[src/rtl/up2_uart_rx.sv]
// rtl/up2_uart_rx.sv - UART receiver (8N1, optional even parity via UP2_UART_RX_PARITY_EN)
module up2_uart_rx #(
    parameter int CLKS_PER_BIT = 104
) (
    input  logic       clk,
    input  logic       nRst,
    input  logic       rx,
    output logic [7:0] data,
    output logic       valid,
    output logic       frame_err,
    output logic       busy
`ifdef UP2_UART_RX_PARITY_EN
    ,
    output logic       parity_err
`endif
);

    localparam int            CW       = $clog2(CLKS_PER_BIT);
    localparam logic [CW-1:0] CNT_LAST = CW'(CLKS_PER_BIT - 1);
    localparam logic [CW-1:0] CNT_MID  = CW'(CLKS_PER_BIT / 2 - 1);

    typedef enum logic [2:0] {
        S_IDLE   = 3'd0,
        S_START  = 3'd1,
        S_DATA   = 3'd2,
        S_STOP   = 3'd3,
        S_BREAK  = 3'd4
`ifdef UP2_UART_RX_PARITY_EN
        ,
        S_PARITY = 3'd5
`endif
    } state_t;

    state_t        state, state_n;
    logic          rx_meta, rx_s;
    logic [CW-1:0] cnt, cnt_n;
    logic [2:0]    bit_idx, bit_idx_n;
    logic [7:0]    shreg, shreg_n;
    logic [7:0]    data_n;
    logic          valid_n, frame_err_n;
`ifdef UP2_UART_RX_PARITY_EN
    logic          par, par_n;
    logic          parity_err_n;
`endif

    // Two-flop synchroniser; resets to the idle line level so reset never looks like a start bit
    always_ff @(posedge clk or negedge nRst) begin
        if (!nRst) begin
            rx_meta <= 1'b1;
            rx_s    <= 1'b1;
        end else begin
            rx_meta <= rx;
            rx_s    <= rx_meta;
        end
    end

    // State, counters, shift register and registered output strobes
    always_ff @(posedge clk or negedge nRst) begin
        if (!nRst) begin
            state      <= S_IDLE;
            cnt        <= '0;
            bit_idx    <= '0;
            shreg      <= '0;
            data       <= '0;
            valid      <= 1'b0;
            frame_err  <= 1'b0;
`ifdef UP2_UART_RX_PARITY_EN
            par        <= 1'b0;
            parity_err <= 1'b0;
`endif
        end else begin
            state      <= state_n;
            cnt        <= cnt_n;
            bit_idx    <= bit_idx_n;
            shreg      <= shreg_n;
            data       <= data_n;
            valid      <= valid_n;
            frame_err  <= frame_err_n;
`ifdef UP2_UART_RX_PARITY_EN
            par        <= par_n;
            parity_err <= parity_err_n;
`endif
        end
    end

    // Next-state logic: sample each bit at its midpoint, counted from the mid start bit
    always_comb begin
        state_n     = state;
        cnt_n       = cnt;
        bit_idx_n   = bit_idx;
        shreg_n     = shreg;
        data_n      = data;
        valid_n     = 1'b0;
        frame_err_n = 1'b0;
`ifdef UP2_UART_RX_PARITY_EN
        par_n        = par;
        parity_err_n = 1'b0;
`endif
        case (state)
            S_IDLE: begin
                cnt_n = '0;
                if (!rx_s) state_n = S_START;
            end
            S_START: begin
                if (cnt == CNT_MID) begin
                    cnt_n = '0;
                    if (!rx_s) begin
                        state_n   = S_DATA;
                        bit_idx_n = '0;
                    end else begin
                        state_n = S_IDLE;
                    end
                end else begin
                    cnt_n = cnt + 1'b1;
                end
            end
            S_DATA: begin
                if (cnt == CNT_LAST) begin
                    cnt_n     = '0;
                    shreg_n   = {rx_s, shreg[7:1]};
                    bit_idx_n = bit_idx + 3'd1;
                    if (bit_idx == 3'd7) begin
`ifdef UP2_UART_RX_PARITY_EN
                        state_n = S_PARITY;
`else
                        state_n = S_STOP;
`endif
                    end
                end else begin
                    cnt_n = cnt + 1'b1;
                end
            end
`ifdef UP2_UART_RX_PARITY_EN
            S_PARITY: begin
                if (cnt == CNT_LAST) begin
                    cnt_n   = '0;
                    par_n   = rx_s;
                    state_n = S_STOP;
                end else begin
                    cnt_n = cnt + 1'b1;
                end
            end
`endif
            S_STOP: begin
                if (cnt == CNT_LAST) begin
                    cnt_n = '0;
                    if (!rx_s) begin
                        frame_err_n = 1'b1;
                        state_n     = S_BREAK;
`ifdef UP2_UART_RX_PARITY_EN
                    end else if ((^shreg) != par) begin
                        parity_err_n = 1'b1;
                        state_n      = S_IDLE;
`endif
                    end else begin
                        data_n  = shreg;
                        valid_n = 1'b1;
                        state_n = S_IDLE;
                    end
                end else begin
                    cnt_n = cnt + 1'b1;
                end
            end
            S_BREAK: begin
                cnt_n = '0;
                if (rx_s) state_n = S_IDLE;
            end
            default: begin
                state_n = S_IDLE;
                cnt_n   = '0;
            end
        endcase
    end

    assign busy = (state != S_IDLE);

endmodule

[config.mk]
export PLATFORM = sky130hd
export DESIGN_NAME = up2_uart_rx
export DESIGN_NICKNAME = d
export VERILOG_FILES = /design/src/rtl/up2_uart_rx.sv
export SDC_FILE = /design/constraint.sdc
export NUM_CORES = 1
export LEC_CHECK = 0
export BUFFER_PORTS_ARGS = -buffer_cell sky130_fd_sc_hd__buf_2
export CORE_MARGIN = 8
export CORE_UTILIZATION = 60
export CTS_CLUSTER_SIZE = 30
export DETAILED_ROUTE_END_ITERATION = 12
export PLACE_DENSITY = 0.85
export SLEW_MARGIN = 20
export SYNTH_ARGS = -nofsm -noshare
export SYNTH_HDL_FRONTEND = slang
export SYNTH_SLANG_ARGS = --single-unit
[constraint.sdc]
create_clock -name clk -period 5.84 [get_ports clk]
set_clock_uncertainty 0.1 [all_clocks]
set_input_delay 0.876 -clock clk [delete_from_list [all_inputs] [get_ports clk]]
set_output_delay 0.876 -clock clk [all_outputs]
set_load 0.02 [all_outputs]
# After elaboration in Yosys (flattened, before gate mapping)
# Index checks and enable logic that the tools add are counted.
# Widths: inputs -> output; s select.
# word_totals
register_bits	33
input_bits	3
output_inout_bits	11
word_cells	55
# op_classes
n_addsub	2
eq_ne	14
mux	22
n_reduce_logical	8
# op_table
cell	count
$mux 3	10
$pmux 3 s5	1
$mux 7	2
$ne 2x2->1 const B	7
$pmux 7 s2	1
$add 7x1->7 const B	1
$eq 7x6->1 const B	1
$eq 7x7->1 const B	1
$eq 3x2->1 const B	2
$eq 3x3->1 const B	2
$mux 1	6
$pmux 3 s2	1
$reduce_and 6->1	1
$reduce_and 4->1	1
$add 3x1->3 const B	1
$eq 3x1->1 const B	1
$logic_not 3->1	1
$reduce_and 3->1	1
$reduce_bool 3->1	1
$mux 2	1
$reduce_and 2->1	1
$reduce_bool 2->1	1
$reduce_or 2->1	1

# Logic depth before layout (Yosys ltp)
# Gate-level depths: netlist of run 1.
# depth
depth_word	4
mapped_depth	6
ltp_nobuf	6

# Least setup slack after synthesis of run 1
# Ideal clock, no wire load.
# synth_timing
path_kind	register to output
startpoint	register state[2]
endpoint	output busy
arrival_ps	1001
required_ps	4864
path_slack_ps	3863
path_stages_with_launch	3
path_buffers	1
cell_sequence	dfrtp_1 -> buf_2 -> or3_1
# synth_between
elab_chain_len	1
# synth_lines
element	line	source
start, declared	34	state_t state, state_n;
start signal, assigned	72	state <= state_n;
$reduce_bool 3->1	175	assign busy = (state != S_IDLE);
end, declared	11	output logic busy
# Every way passes these cells.

# Worst setup path after layout of run 1
# Same ends and word-level chain as after synthesis.

==> impl_results.md, run 1 <==
* Internal power at 332.5 uW
* Vias in the first global route at 933
* Largest area contributor in the netlist: dfrtp_1
* Area Growth Syn to Fin at 11.27%
* Crit path cell chain: or3_1 -> buf_2
* WHS at 260.0 ps
* Syn Nets at 120
* Clock power frac at 42.6%
* ANT nets after route at 0
* Post-Syn Area per Cell at 13.17 um2
* Prevailing post-synth register cell: dfrtp_1
* CORE AREA at 2410 um2
* Ys Warns at 0
* Hold buffers post-CTS at 0
* Routed len/inst at 14.84 um
* DR iter-0 viols at 26
* Worst-skew pair later-pin latency at 330 ps
* Max Freq at 0.4151 GHz
* Sw frac at 19.00%
* TritonCTS Buffers at 5
* Final nets at 137
* Max VDD drop at 0.1947 mV
* Critical path capture point type: output port
* Clock sinks at 33
* Power per cell area at 248.0 nW/um2
* Row count at 18
* Slew margin rel. at 53.25%
* Register area share after synthesis at 55.68%
* Pre-antenna DRT Iters at 4
* Tot Pwr at 410.6 uW
* I/O pins at 14
* Remaining DRCs at 0
* Leakage at 0.0008661 uW
* Vias per std cell at 5.652
* PortBufs at 13
* Die height at 65.80 um
* Largest net degree at the start of global routing at 34
* Number of flops mapped to enable cells by yosys at 0
* Initial Util at 61.73%
* Grt ovf at 0
* Netlist cell types at 36
* Fill cell count at 155
* Maxcap violations at 0
* CP Class: register to output port
* Slew Viols, Final at 0
* Clk buf depth at 2
* Reg power frac at 56.1%
* Startpoint types: register
* Number of synthesized register bits at 33
* Routed vias at 910
* Initial antenna violation count at 0
* Net Sw Power at 78.01 uW
* First-pass GRT wire length at 4236 um
* Post-Syn Area at 1488 um2
* Routed WL at 2389 um
* Post-synthesis async set-or-reset flop share at 100.0%
* Share of cells above drive strength 1 at 38.17%
* Antenna diodes at 0
* Ranking of synthesized cells by area: dfrtp_1 52%, mux2_4 8.1%, mux2_2 6.8%, dfstp_2 3.5%, ha_1 3.4%
* HPWL Detailed at 1678 um
* Cell count after synthesis at 113
* Critical path's slowest cell: dfrtp_1
* RSZ-0062 raised after global routing: false
* # resized after CTS at 0
* Tightest Hold Check Type: register to register
* Die area at 4329 um2
* Actual slew at the worst max-slew pin at 701.2 ps
* CP Data Required Time at 4860 ps
* Status: completed
* Tmin final at 2409 ps
* Gate power share at 1.3%
* CTS clock-pin slew for the worst setup and hold paths at 90 ps
* Final setup vio count at 0
* Synth top area share at 52.14%
* Horiz. Die Dim at 65.80 um
* Arr. time, crit path at 1430 ps
* Routability cong. at 0.8028
* Final hold vios at 0
* Setup tns final at 0 ps
* Max FO, Critical Path at 11
* H-tree depth at 2
* Worst path max stage delay at 530 ps
* Clock tree from TritonCTS: done
* Setup bufs post-CTS at 0
* Fin crit share at 41.25%
* Gr usage total at 13.19%
* Root Buffer: clkbuf_4
==> worst paths after layout <==
check	startpoint	endpoint	slack (ps)	cells past startpoint
setup / recovery	state[2]$_DFFE_PN0P_	busy	3430	2
hold reg to reg	rx_meta$_DFF_PN1_	rx_s$_DFF_PN1_	260	0
hold / removal	rx_meta$_DFF_PN1_	rx_s$_DFF_PN1_	260	0
min in group asynchronous	nRst	frame_err$_DFF_PN0_	480	1
setup reg to reg	cnt[0]$_DFF_PN0_	shreg[2]$_DFFE_PN0P_	3620	5
max in group asynchronous	nRst	shreg[4]$_DFFE_PN0P_	4710	1
==> worst max-delay path, delay by kind of cell, from the launching register on <==
family | cells | cell delay, ps
DFF | 1 | 530
and+or+nand+nor | 1 | 410
buffers and inverters | 1 | 160
==> layout by cell type, fill, tap and decap left out, types with 4 or more instances in the layout <==
cell type | netlist | routed
clkbuf_4 | 0 | 5
mux2_2 | 9 | 9
nor2_1 | 11 | 11
ha_1 | 4 | 4
mux2_4 | 8 | 8
buf_2 | 1 | 13
nand3_1 | 5 | 5
dfrtp_1 | 31 | 31
nand2_1 | 4 | 4
==> cells by family (layout without fill, tap and decap cells) <==
| family | after synthesis | count (layout) | synth area share [%] |
|---|---|---|---|
| and+or+nand+nor | 34 | 34 | 14.47 |
| DFF | 33 | 33 | 55.68 |
| muxes | 17 | 17 | 14.89 |
| AOI/OAI and AO/OA | 15 | 15 | 7.149 |
| buffers and inverters | 6 | 24 | 2.102 |
| adders and majority gates | 4 | 4 | 3.364 |
| xor gates and xnor gates | 4 | 4 | 2.355 |
==> Yosys cell counts, drive strengths merged (2+ instances only) <==
| cell type | instances |
|---|---|
| nand2 | 4 |
| or3 | 2 |
| xor2 | 2 |
| a21oi | 3 |
| dfrtp | 31 |
| xnor2 | 2 |
| nor2 | 11 |
| inv | 3 |
| o31ai | 2 |
| a22o | 2 |
| o21ai | 3 |
| dfstp | 2 |
| nand3 | 5 |
| buf | 2 |
| or2 | 2 |
| mux2 | 17 |
| nor3 | 2 |
| ha | 4 |
==> registers in the layout (all words and copies together) (netlist names) <==
signal	cells
cnt	7
rx_meta	1
state	3
frame_err	1
rx_s	1
shreg	8
bit_idx	3
valid	1
data	8
==> final cells by class <==
type | instances | area (um2) | area share (%)
inverters | 3 | 11.26 | 0.6803
flip-flops and latches | 33 | 828.3 | 50.04
clock inverters | 1 | 30.03 | 1.814
repair buffers | 13 | 65.06 | 3.930
multi-input cells | 74 | 628.1 | 37.94
clock buffers | 7 | 55.05 | 3.326
well taps | 30 | 37.54 | 2.268
==> power groups by stage <==
stage | registers, uW | clock network, uW | logic (uW)
after floorplan | 235 | 0 | 0.454
after global placement | 235 | 0 | 5.33
after detailed placement | 235 | 0 | 5.42
after CTS | 231 | 181 | 5.41
after global routing | 231 | 192 | 6.32
final | 231 | 175 | 5.14
==> routing by layer <==
layer / share of wire (%) / wire length, um / global-route usage, %
met1: 46 / 1095 / 15.39
met2: 46 / 1110 / 19.61
met3: 5.4 / 129 / 6.102
met4: 2.3 / 54 / 7.357
met5: 0 / 0 / 0
==> metrics by stage <==
step	setup slack, ps	utilization (%)	std cells	instance area [um2]
6_report	3431	68.69	161	1655
2_1_floorplan	3863	-	113	1488
3_3_place_gp	3714	65.16	153	1570
4_1_cts	3412	68.69	161	1655
3_5_place_dp	3633	65.16	153	1570
5_1_grt	3337	68.69	161	1655
(Power assumes the default switching activity.)
==> run 2, diff against run 1 <==
Settings changed: ABC_AREA set to 1, CORE_UTILIZATION 60 to 58, PLACE_DENSITY 0.85 to 0.82.
Clock period 5.84 ns to 2.3 ns, I/O delays scaled along.
==> impl_results.md, run 2 <==
* Horiz. Die Dim at 68.18 um
* Routed WL at 2718 um
* Fin crit share at 73.71%
* Post-Syn Area at 1579 um2
* Tmin final at 1695 ps
* Largest regs: data (8), shreg (8), cnt (7)
* CTS clock-pin slew for the worst setup and hold paths at 100 ps
* Max FO, Critical Path at 18
* Setup bufs post-CTS at 0
* Hold buffers post-CTS at 2
* Remaining DRCs at 0
* Tot Pwr at 971.0 uW
* Largest area contributor in the netlist: dfrtp_1
* HPWL Detailed at 1939 um
* Max Freq at 0.5899 GHz
* Ranking of synthesized cells by area: dfrtp_1 49%, nand2_1 9.0%, o21ai_2 8.3%, inv_1 4.0%, dfstp_2 3.3%
* Routed len/inst at 12.70 um
* TritonCTS Buffers at 5
* Syn Nets at 170
* ANT nets after route at 0
* Slew Viols, Final at 0
* Synth top area share at 49.13%
* Arr. time, crit path at 1880 ps
* Die area at 4648 um2
* Leakage at 0.0008832 uW
* Reg area at 828.3 um2
* Prevailing post-synth register cell: dfrtp_1
* Die height at 68.18 um
* Number of instances in the placed design at 204
* Slew margin rel. at 52.39%
* CORE AREA at 2663 um2
* Cell count after synthesis at 163
* Gr usage total at 14.24%
* H-tree depth at 2
* Dpl ws at 605.2 ps
* Worst-skew pair later-pin latency at 330 ps
* Hold depth at 0
* Row count at 19
* Pre-antenna DRT Iters at 4
* Final hold vios at 0
* Vias in the first global route at 1,180
* Reg-to-Reg End: bit_idx[0]$_DFFE_PN0P_
* Actual slew at the worst max-slew pin at 714.1 ps
* Share of cells above drive strength 1 at 30.05%
* Largest net degree at the start of global routing at 34
* Hold Path End: rx_s$_DFF_PN1_
* Clock sinks at 33
* Number of synthesized register bits at 33
* Reg-to-reg slack, setup at 600 ps
* Register area share after synthesis at 52.46%
* Routed vias at 1,117
* Root Buffer: clkbuf_4
* Synth top cells by count: 38 x nand2_1, 31 x dfrtp_1, 17 x inv_1, 15 x o21ai_2, 14 x nor2_1
* Post-synthesis async set-or-reset flop share at 100.0%
* Max VDD drop at 0.4262 mV
* Commonest cells after routing, fill and taps aside: 38 x nand2_1, 31 x dfrtp_1, 17 x inv_1
* CP Class: register to register
* Antenna diodes at 0
* Commonest non-fill, non-tap cell in the layout: nand2_1
* Vias per std cell at 5.220
* # resized after CTS at 0
* Status: completed
* Initial Util at 59.30%
* Critical path capture point type: register
* Grt ovf at 0
* Routability cong. at 0.8668
* Area Growth Syn to Fin at 10.38%
* Min-delay src: rx_meta$_DFF_PN1_
* Maxcap violations at 0
* First-pass GRT wire length at 4981 um
* Area of the multi-input gates at 645.6 um2
* Post-Syn Area per Cell at 9.687 um2
* PortBufs at 13
* Netlist cell types at 25
* Initial antenna violation count at 0
* CP Data Required Time at 2480 ps
* Count leader, synth: nand2_1
* Clk buf depth at 2
* Fill cell count at 220
* Post-route non-filler standard cell count at 214
* RSZ-0062 raised after global routing: false
* RR Startpoint: cnt[0]$_DFF_PN0_
* Tightest Hold Check Type: register to register
* DR iter-0 viols at 92
* Setup tns final at 0 ps
* R2r worst-path depth at 6
* Ys Warns at 0
* Final design utilization at 65.46%
* Final WS setup at 604.7 ps
* Startpoint types: register
* Final setup vio count at 0
* Clock tree from TritonCTS: done
* Number of flops mapped to enable cells by yosys at 0
* I/O pins at 14
* Power per cell area at 557.1 nW/um2
* Final nets at 189
[run 2: how the worst max path moves through the flow]
stage,start,to,slack (ps)
2_1_floorplan,cnt[0]$_DFF_PN0_,shreg[0]$_DFFE_PN0P_,860
3_3_place_gp,cnt[0]$_DFF_PN0_,bit_idx[0]$_DFFE_PN0P_,660
3_5_place_dp,cnt[0]$_DFF_PN0_,bit_idx[0]$_DFFE_PN0P_,610
4_1_cts,cnt[0]$_DFF_PN0_,bit_idx[0]$_DFFE_PN0P_,590
5_1_grt,cnt[0]$_DFF_PN0_,bit_idx[0]$_DFFE_PN0P_,450
6_report,cnt[0]$_DFF_PN0_,bit_idx[0]$_DFFE_PN0P_,600
[run 2: worst max-delay path, stage by stage, from the launching register on]
cell and delay, ps:
dfrtp_1 400, ha_1 210, nand3_2 100, nor2_4 190, nand2_2 270, or2_1 300
nand2_1 60
[run 2: where the power goes]
group          internal (uW)  switching, uW  leakage (uW)
logic                   4.33           13.6      0.000403
clock network            177            191     0.0000413
registers                583           1.89      0.000439
[run 2: logic make-up after synthesis]
group	count (synthesis)	synth area share, %
and+or+nand+nor	81	25.83
DFF	33	52.46
buffers and inverters	23	6.656
AOI/OAI and AO/OA	17	9.113
xor gates and xnor gates	5	2.774
adders and majority gates	4	3.170
[run 2: area by class of cell]
type                            instances  share of cell area [%]
Inverter                               20                   4.307
Clock inverter                          1                  0.2872
Sequential cell                        33                   47.52
Tap cell                               31                   2.225
Timing Repair Buffer                   15                   4.882
Multi-Input combinational cell        107                   37.04
Clock buffer                            7                   3.733
[run 2: per-layer routing]
layer	share of wire (%)	wire (um)	track usage, %	vias to the layer above
li1	-	-	-	556
met1	46	1245	15.90	538
met2	48	1294	23.33	19
met3	4.7	127	5.074	4
met4	1.8	50	7.673	0
met5	0	0	0	-
[run 2: stage by stage]
step / instance area [um2] / hold WS [ps]
floorplan: 1579 / -50.59
global placement: 1653 / 247.8
detailed placement: 1653 / 247.8
CTS: 1743 / 261.5
global route: 1743 / 269.2
finish: 1743 / 260.3
